File: config.mk
export PLATFORM = sky130hd
export DESIGN_NAME = vga_glyph_plotter
export DESIGN_NICKNAME = d
export VERILOG_FILES = /design/src/rtl/vga_glyph_plotter.sv
export SDC_FILE = /design/constraint.sdc
export NUM_CORES = 1
export LEC_CHECK = 0
export CAP_MARGIN = 10
export CORE_MARGIN = 2
export CORE_UTILIZATION = 38
export DETAILED_ROUTE_END_ITERATION = 12
export PLACE_DENSITY = 0.67
export SYNTH_ARGS = -nofsm -noshare
export SYNTH_HDL_FRONTEND = slang
export SYNTH_SLANG_ARGS = --single-unit
File: constraint.sdc
create_clock -name clock -period 3.7 [get_ports clock]
set_input_delay 0.74 -clock clock [delete_from_list [all_inputs] [get_ports clock]]
set_output_delay 0.74 -clock clock [all_outputs]
set_load 0.01 [all_outputs]
File: src/rtl/vga_glyph_plotter.sv
// Glyph sequencer for the VGA plot wrapper. It reads a 1bpp bitmap one row at a time and emits one pixel per clock.
// Optional build macro PLOT_TRANSPARENT_EN: plot only the set pixels, with colour forced to 1.
module vga_glyph_plotter #(
  parameter int GLYPH_W     = 4,
  parameter int GLYPH_H     = 5,
  parameter int GLYPH_IDX_W = 5,
  parameter int ADDR_W      = 8
) (
  input  logic                   clock,
  input  logic                   reset,
  input  logic                   start,
  input  logic [GLYPH_IDX_W-1:0] glyph,
  input  logic [7:0]             pos_in,
  output logic                   busy,
  output logic                   done,
  output logic [ADDR_W-1:0]      mem_addr,
  output logic                   mem_rd,
  input  logic [GLYPH_W-1:0]     mem_rdata,
  output logic [7:0]             x,
  output logic [6:0]             y,
  output logic                   colour,
  output logic [7:0]             pos,
  output logic                   plot
);

  localparam int COL_W = (GLYPH_W > 1) ? $clog2(GLYPH_W) : 1;
  localparam int ROW_W = (GLYPH_H > 1) ? $clog2(GLYPH_H) : 1;
  localparam logic [COL_W-1:0]  COL_LAST = COL_W'(GLYPH_W - 1);
  localparam logic [ROW_W-1:0]  ROW_LAST = ROW_W'(GLYPH_H - 1);
  localparam logic [ADDR_W-1:0] H_A      = ADDR_W'(GLYPH_H);

  typedef enum logic [2:0] {
    S_IDLE,
    S_FETCH,
    S_LOAD,
    S_PLOT,
    S_DONE
  } state_t;

  state_t                 state, state_nxt;
  logic [ROW_W-1:0]       row, row_nxt;
  logic [COL_W-1:0]       col, col_nxt;
  logic [GLYPH_IDX_W-1:0] glyph_q, glyph_nxt;
  logic [GLYPH_W-1:0]     shreg, shreg_nxt;
  logic [ADDR_W-1:0]      addr_nxt;
  logic [7:0]             pos_nxt, x_nxt;
  logic [6:0]             y_nxt;
  logic                   colour_nxt, plot_nxt;
  logic                   emit, pixel, fetch_addr;

  always_comb begin
    state_nxt  = state;
    row_nxt    = row;
    col_nxt    = col;
    glyph_nxt  = glyph_q;
    pos_nxt    = pos;
    shreg_nxt  = shreg;
    addr_nxt   = mem_addr;
    x_nxt      = x;
    y_nxt      = y;
    colour_nxt = colour;
    plot_nxt   = 1'b0;
    emit       = 1'b0;
    pixel      = 1'b0;
    fetch_addr = 1'b0;

    case (state)
      S_IDLE: begin
        if (start) begin
          glyph_nxt  = glyph;
          pos_nxt    = pos_in;
          row_nxt    = '0;
          fetch_addr = 1'b1;
          state_nxt  = S_FETCH;
        end
      end
      S_FETCH: state_nxt = S_LOAD;
      S_LOAD: begin
        // Column 0 goes out straight from the read data; the rest are shifted up to the MSB.
        pixel     = mem_rdata[GLYPH_W-1];
        shreg_nxt = mem_rdata << 1;
        col_nxt   = '0;
        emit      = 1'b1;
        state_nxt = S_PLOT;
      end
      S_PLOT: begin
        if (col == COL_LAST) begin
          if (row == ROW_LAST) begin
            state_nxt = S_DONE;
          end else begin
            row_nxt    = row + 1'b1;
            fetch_addr = 1'b1;
            state_nxt  = S_FETCH;
          end
        end else begin
          col_nxt   = col + 1'b1;
          pixel     = shreg[GLYPH_W-1];
          shreg_nxt = shreg << 1;
          emit      = 1'b1;
        end
      end
      S_DONE:  state_nxt = S_IDLE;
      default: state_nxt = S_IDLE;
    endcase

    // The address is formed modulo 2^ADDR_W, so truncating the glyph index first gives the same result.
    if (fetch_addr)
      addr_nxt = ADDR_W'(glyph_nxt) * H_A + ADDR_W'(row_nxt);

    if (emit) begin
`ifdef PLOT_TRANSPARENT_EN
      plot_nxt   = pixel;
      colour_nxt = 1'b1;
`else
      plot_nxt   = 1'b1;
      colour_nxt = pixel;
`endif
      if (plot_nxt) begin
        x_nxt = 8'(col_nxt);
        y_nxt = 7'(row_nxt);
      end else begin
        colour_nxt = colour;
      end
    end
  end

  always_ff @(posedge clock or posedge reset) begin
    if (reset) begin
      state    <= S_IDLE;
      row      <= '0;
      col      <= '0;
      glyph_q  <= '0;
      shreg    <= '0;
      busy     <= 1'b0;
      done     <= 1'b0;
      mem_rd   <= 1'b0;
      mem_addr <= '0;
      x        <= '0;
      y        <= '0;
      colour   <= 1'b0;
      pos      <= '0;
      plot     <= 1'b0;
    end else begin
      state    <= state_nxt;
      row      <= row_nxt;
      col      <= col_nxt;
      glyph_q  <= glyph_nxt;
      shreg    <= shreg_nxt;
      busy     <= (state_nxt != S_IDLE);
      done     <= (state_nxt == S_DONE);
      mem_rd   <= (state_nxt == S_FETCH);
      mem_addr <= addr_nxt;
      x        <= x_nxt;
      y        <= y_nxt;
      colour   <= colour_nxt;
      pos      <= pos_nxt;
      plot     <= plot_nxt;
    end
  end

endmodule

# After elaboration in Yosys (flattened, before gate mapping)
# Index checks and enable logic that the tools add are counted.
# W data, S select, Z words.
[op_classes] add_sub_neg=3 mul=1 eq_ne=8 mux=23 n_reduce_logical=5
[op_table] operator="$mux W3" n=6
[op_table] operator="$pmux W3 S4" n=1
[op_table] operator="$mux W5" n=2
[op_table] operator="$add A8 B3 Y8" n=1
[op_table] operator="$mul A5 B3 Y8 const B" n=1
[op_table] operator="$pmux W4 S2" n=1
[op_table] operator="$eq A3 B1 Y1 const B" n=2
[op_table] operator="$eq A3 B2 Y1 const B" n=2
[op_table] operator="$eq A3 B3 Y1 const B" n=2
[op_table] operator="$mux W1" n=6
[op_table] operator="$pmux W1 S2" n=3
[op_table] operator="$pmux W3 S2" n=1
[op_table] operator="$mux W4" n=1
[op_table] operator="$pmux W2 S2" n=1
[op_table] operator="$reduce_and A2 Y1" n=2
[op_table] operator="$add A3 B1 Y3 const B" n=1
[op_table] operator="$logic_not A3 Y1" n=1
[op_table] operator="$reduce_bool A3 Y1" n=1
[op_table] operator="$add A2 B1 Y2 const B" n=1
[op_table] operator="$eq A2 B2 Y1 const B" n=1
[op_table] operator="$mux W2" n=1
[op_table] operator="$ne A2 B2 Y1 const B" n=1
[op_table] operator="$reduce_bool A2 Y1" n=1
[word_totals] register_bits=43

# Longest topological paths before layout
[logic_depth] ltp_word=5 mapped_depth=14 ltp_nobuf=14

# Worst setup path before layout
# Ideal clock, no wire load.
[synth_timing] path_type="in2reg" from="in start" to="reg mem_addr[6]" setup_time_ns=0.123 arrival_ns=3.201 path_slack_ns=0.377 path_stages=11 path_buffers=1 path_cell_list="nor4b_4 -> clkbuf_1 -> nand2_1 -> nand2_1 -> ha_1 -> ha_1 -> ha_1 -> a211oi_1 -> o21bai_1 -> a2111o_1 -> o221a_2"
[synth_via] elab_chain_cells=4 elab_cells_between_ends=8 classes_between="1 x add/sub; 1 x mul; 6 x mux"
[synth_rtl] element="start: declaration" line_no="11" source="input logic start,"
[synth_rtl] element="$mux W5" line_no="69" source="if (start) begin"
[synth_rtl] element="$mux W5" line_no="67" source="case (state)"
[synth_rtl] element="via glyph_nxt[0]" line_no="43" source="logic [GLYPH_IDX_W-1:0] glyph_q, glyph_nxt;"
[synth_rtl] element="$mul A5 B3 Y8" line_no="108" source="addr_nxt = ADDR_W'(glyph_nxt) * H_A + ADDR_W'(row_nxt);"
[synth_rtl] element="$add A8 B3 Y8" line_no="108"
[synth_rtl] element="end signal: assignment" line_no="152" source="mem_addr <= addr_nxt;"
[synth_rtl] element="end: declaration" line_no="16" source="output logic [ADDR_W-1:0] mem_addr,"
# The timed path passes the listed nets, and every way through them passes these cells.
# A chain may end at the register's enable or synchronous reset.

# Worst setup path after layout
# Same ends and word-level chain as after synthesis.

==> flow_summary.json <==
{
  "fin_crit_ps": 3320,
  "grt_usage_pct": 14.3,
  "power_density_nw_per_um2": 955,
  "ys_types": 38,
  "syn_inst": 210,
  "initial_core_util_pct": 38.7,
  "die_y_um": 78.2,
  "p_int_mw": 1.57,
  "pwr-share-clk_pct": 13.8,
  "fmax_mhz": 301,
  "setup_slack_ps": 376,
  "num_antenna_cells": 0,
  "grt_max_degree": 43,
  "die_w_um": 78.2,
  "first_global_vias": 1578,
  "reg2reg_slack_ps": 600,
  "clk_pin_slew_ps": 80,
  "drt_iter0_markers": 79,
  "syn_avg_cell_area_um2": 9.96,
  "worstHoldPathType": "flop to flop",
  "multi_input_area_um2": 935,
  "place_ws_ps": 84.9,
  "synth_edf_count": 0,
  "finClkSkew_ps": 11.3,
  "cp.arrival_ps": 3510,
  "rsz0062_at_grt": "no",
  "status": "complete, no violations",
  "clk_latency_ps": 300,
  "switchingPower_mw": 1.02,
  "die_area_um2": 6110,
  "drt_pass1_iterations": 4,
  "row_count": 27,
  "clk_path_buf_depth": 2,
  "cts_buffers": 5,
  "pwr-share-seq_pct": 32.0,
  "io_pins": 56,
  "rr_worst_depth": 11,
  "grt_first_pass_wirelength_mm": 6.96,
  "utilization_pct": 50.2,
  "cts_resized": 0,
  "holdWs_ps": 474,
  "synth_common_cells": "53 x nand2_1, 42 x dfrtp_1, 17 x ha_1",
  "overflow": 0,
  "seq_area_um2": 1050,
  "synth.area.top_cells": "dfrtp_1 50%, ha_1 10%, nand2_1 9.5%",
  "cts_tree": "done",
  "cts_root_buf": "clkbuf_8",
  "seq_area_frac_synth_pct": 50.2,
  "path_class": "input port to flop",
  "whs_endpoint": "pos[3]",
  "yosysMostFrequentCell": "nand2_1",
  "wl_per_cell_um": 12.4,
  "fin_area_um2": 2710,
  "cts_max_level": 2,
  "fill_cells": 516,
  "ant_nets": 0,
  "cp_max_fo": 5,
  "ys_ff_latch": 42,
  "end_kind": "flop",
  "placed_cells": 326,
  "slew_headroom_pct": 64.8,
  "netlist.area_leader.share_pct": 50.2,
  "core-area_um2": 5410,
  "syn_area_um2": 2090,
  "drv_cap": 0,
  "instances_no_fill": 334,
  "leakagePower_nw": 1.28,
  "area_growth_pct": 29.7,
  "synth_top_area_cell": "dfrtp_1",
  "gp_congestion": 0.825,
  "min_from": "pos[3]",
  "synth_warnings": 0,
  "setup_viol_count_final": 0,
  "hold_viol_final": 0,
  "drt_wl_total_mm": 4.13,
  "setup-tns-final_ps": 0,
  "cts_post_setup_buffers_inserted": 0,
  "cp-start-kind": "input port",
  "cp.required_ps": 3890,
  "worst_pin_slew_ps": 528,
  "post-route-period-util_pct": 89.8,
  "via_per_inst": 4.74,
  "synth-async-reset-ratio_pct": 100,
  "p_comb_share_pct": 54.2,
  "holdBufCountCts": 0,
  "io_buffers": 45,
  "fin_total_pwr_mw": 2.59,
  "rr_startpoint": "state[0]",
  "synth-main-ff-cell": "dfrtp_1",
  "swShare_pct": 39.3,
  "vias": 1583,
  "timing.rr.end": "mem_addr[6]",
  "clock_sinks": 42,
  "drcViolationCount": 0,
  "drv_slew": 0,
  "min_path_cells": 2,
  "place_area_um2": 2610,
  "hpwl_mm": 2.99,
  "antenna_found_initial": 0,
  "peakVddDrop_mv": 0.486,
  "drive_gt1_share_pct": 7.25,
  "nets": 299
}
worst max-delay path, stage by stage:
cell and delay (ps):
clkdlybuf4s50_1 500, nor4b_4 220, buf_4 170, nand2_1 50
nand2_1 100, ha_1 250, ha_1 300, ha_1 320
a211oi_1 220, o21bai_1 130, a2111o_1 410, o221a_2 120
logic make-up after synthesis:
group / Yosys count / share of synthesized area, %
adders and majority gates: 18 / 11.1
and+or+nand+nor: 72 / 15.0
buffers and inverters: 25 / 6.70
DFF: 42 / 50.2
other: 1 / 0.179
muxes: 2 / 1.08
xor gates and xnor gates: 3 / 1.26
AOI/OAI and AO/OA: 47 / 14.4
how the worst max path moves through the flow:
stage | slack, ps | depth (start not counted) | end | startpoint
after detailed placement | 80 | 12 | mem_addr[6] | start
after CTS | 350 | 12 | mem_addr[6] | start
after floorplan | 380 | 11 | mem_addr[6] | start
after global placement | 90 | 12 | mem_addr[6] | start
after global routing | 220 | 12 | mem_addr[6] | start
final | 380 | 12 | mem_addr[6] | start
power by group through the flow:
stage	clock network [mW]	logic [mW]	registers (mW)
6_report	0.357	1.40	0.830
2_1_floorplan	0	0.879	0.870
3_3_place_gp	0	1.38	0.834
3_5_place_dp	0	1.41	0.837
4_1_cts	0.369	1.42	0.830
5_1_grt	0.388	1.58	0.861
area by class of cell:
class	instances	share of cell area, %
sequential	42	38.7
clock inverter	3	1.48
tap	72	3.32
timing repair buffer	51	18.3
multi-input combinational	152	34.4
clock buffer	5	2.54
inverter	9	1.24
state kept, by name (all words and copies together) (netlist names):
register / cells
busy: 1
y: 3
mem_addr: 8
pos: 8
row: 3
mem_rd: 1
state: 3
glyph_q: 5
plot: 1
shreg: 3
x: 2
colour: 1
done: 1
col: 2
per-layer routing:
layer	share of wire [%]	vias up	wire length (um)	GRT usage (%)
met4	1.4	0	59	5.26
met3	4.8	5	199	3.91
met5	0	-	0	0
met1	45	738	1850	17.1
met2	49	38	2030	24.5
li1	-	802	-	-
cells in the final DEF (no fill, tap or decap), drive strengths merged, types with 2 or more instances in the layout:
| cell type | instances |
|---|---|
| nand2 | 53 |
| clkdlybuf4s50 | 45 |
| dfrtp | 42 |
| ha | 17 |
| o21ai | 12 |
| a21oi | 12 |
| conb | 10 |
| inv | 9 |
| nor2 | 7 |
| o22ai | 6 |
| buf | 6 |
| clkbuf | 5 |
| a211oi | 3 |
| a31oi | 3 |
| nand2b | 2 |
| nor2b | 2 |
| nand3 | 2 |
| nor3 | 2 |
| mux2 | 2 |
| xor2 | 2 |
| a21o | 2 |
| clkinv | 2 |
Note: power is estimated with default switching activity, not from simulation.
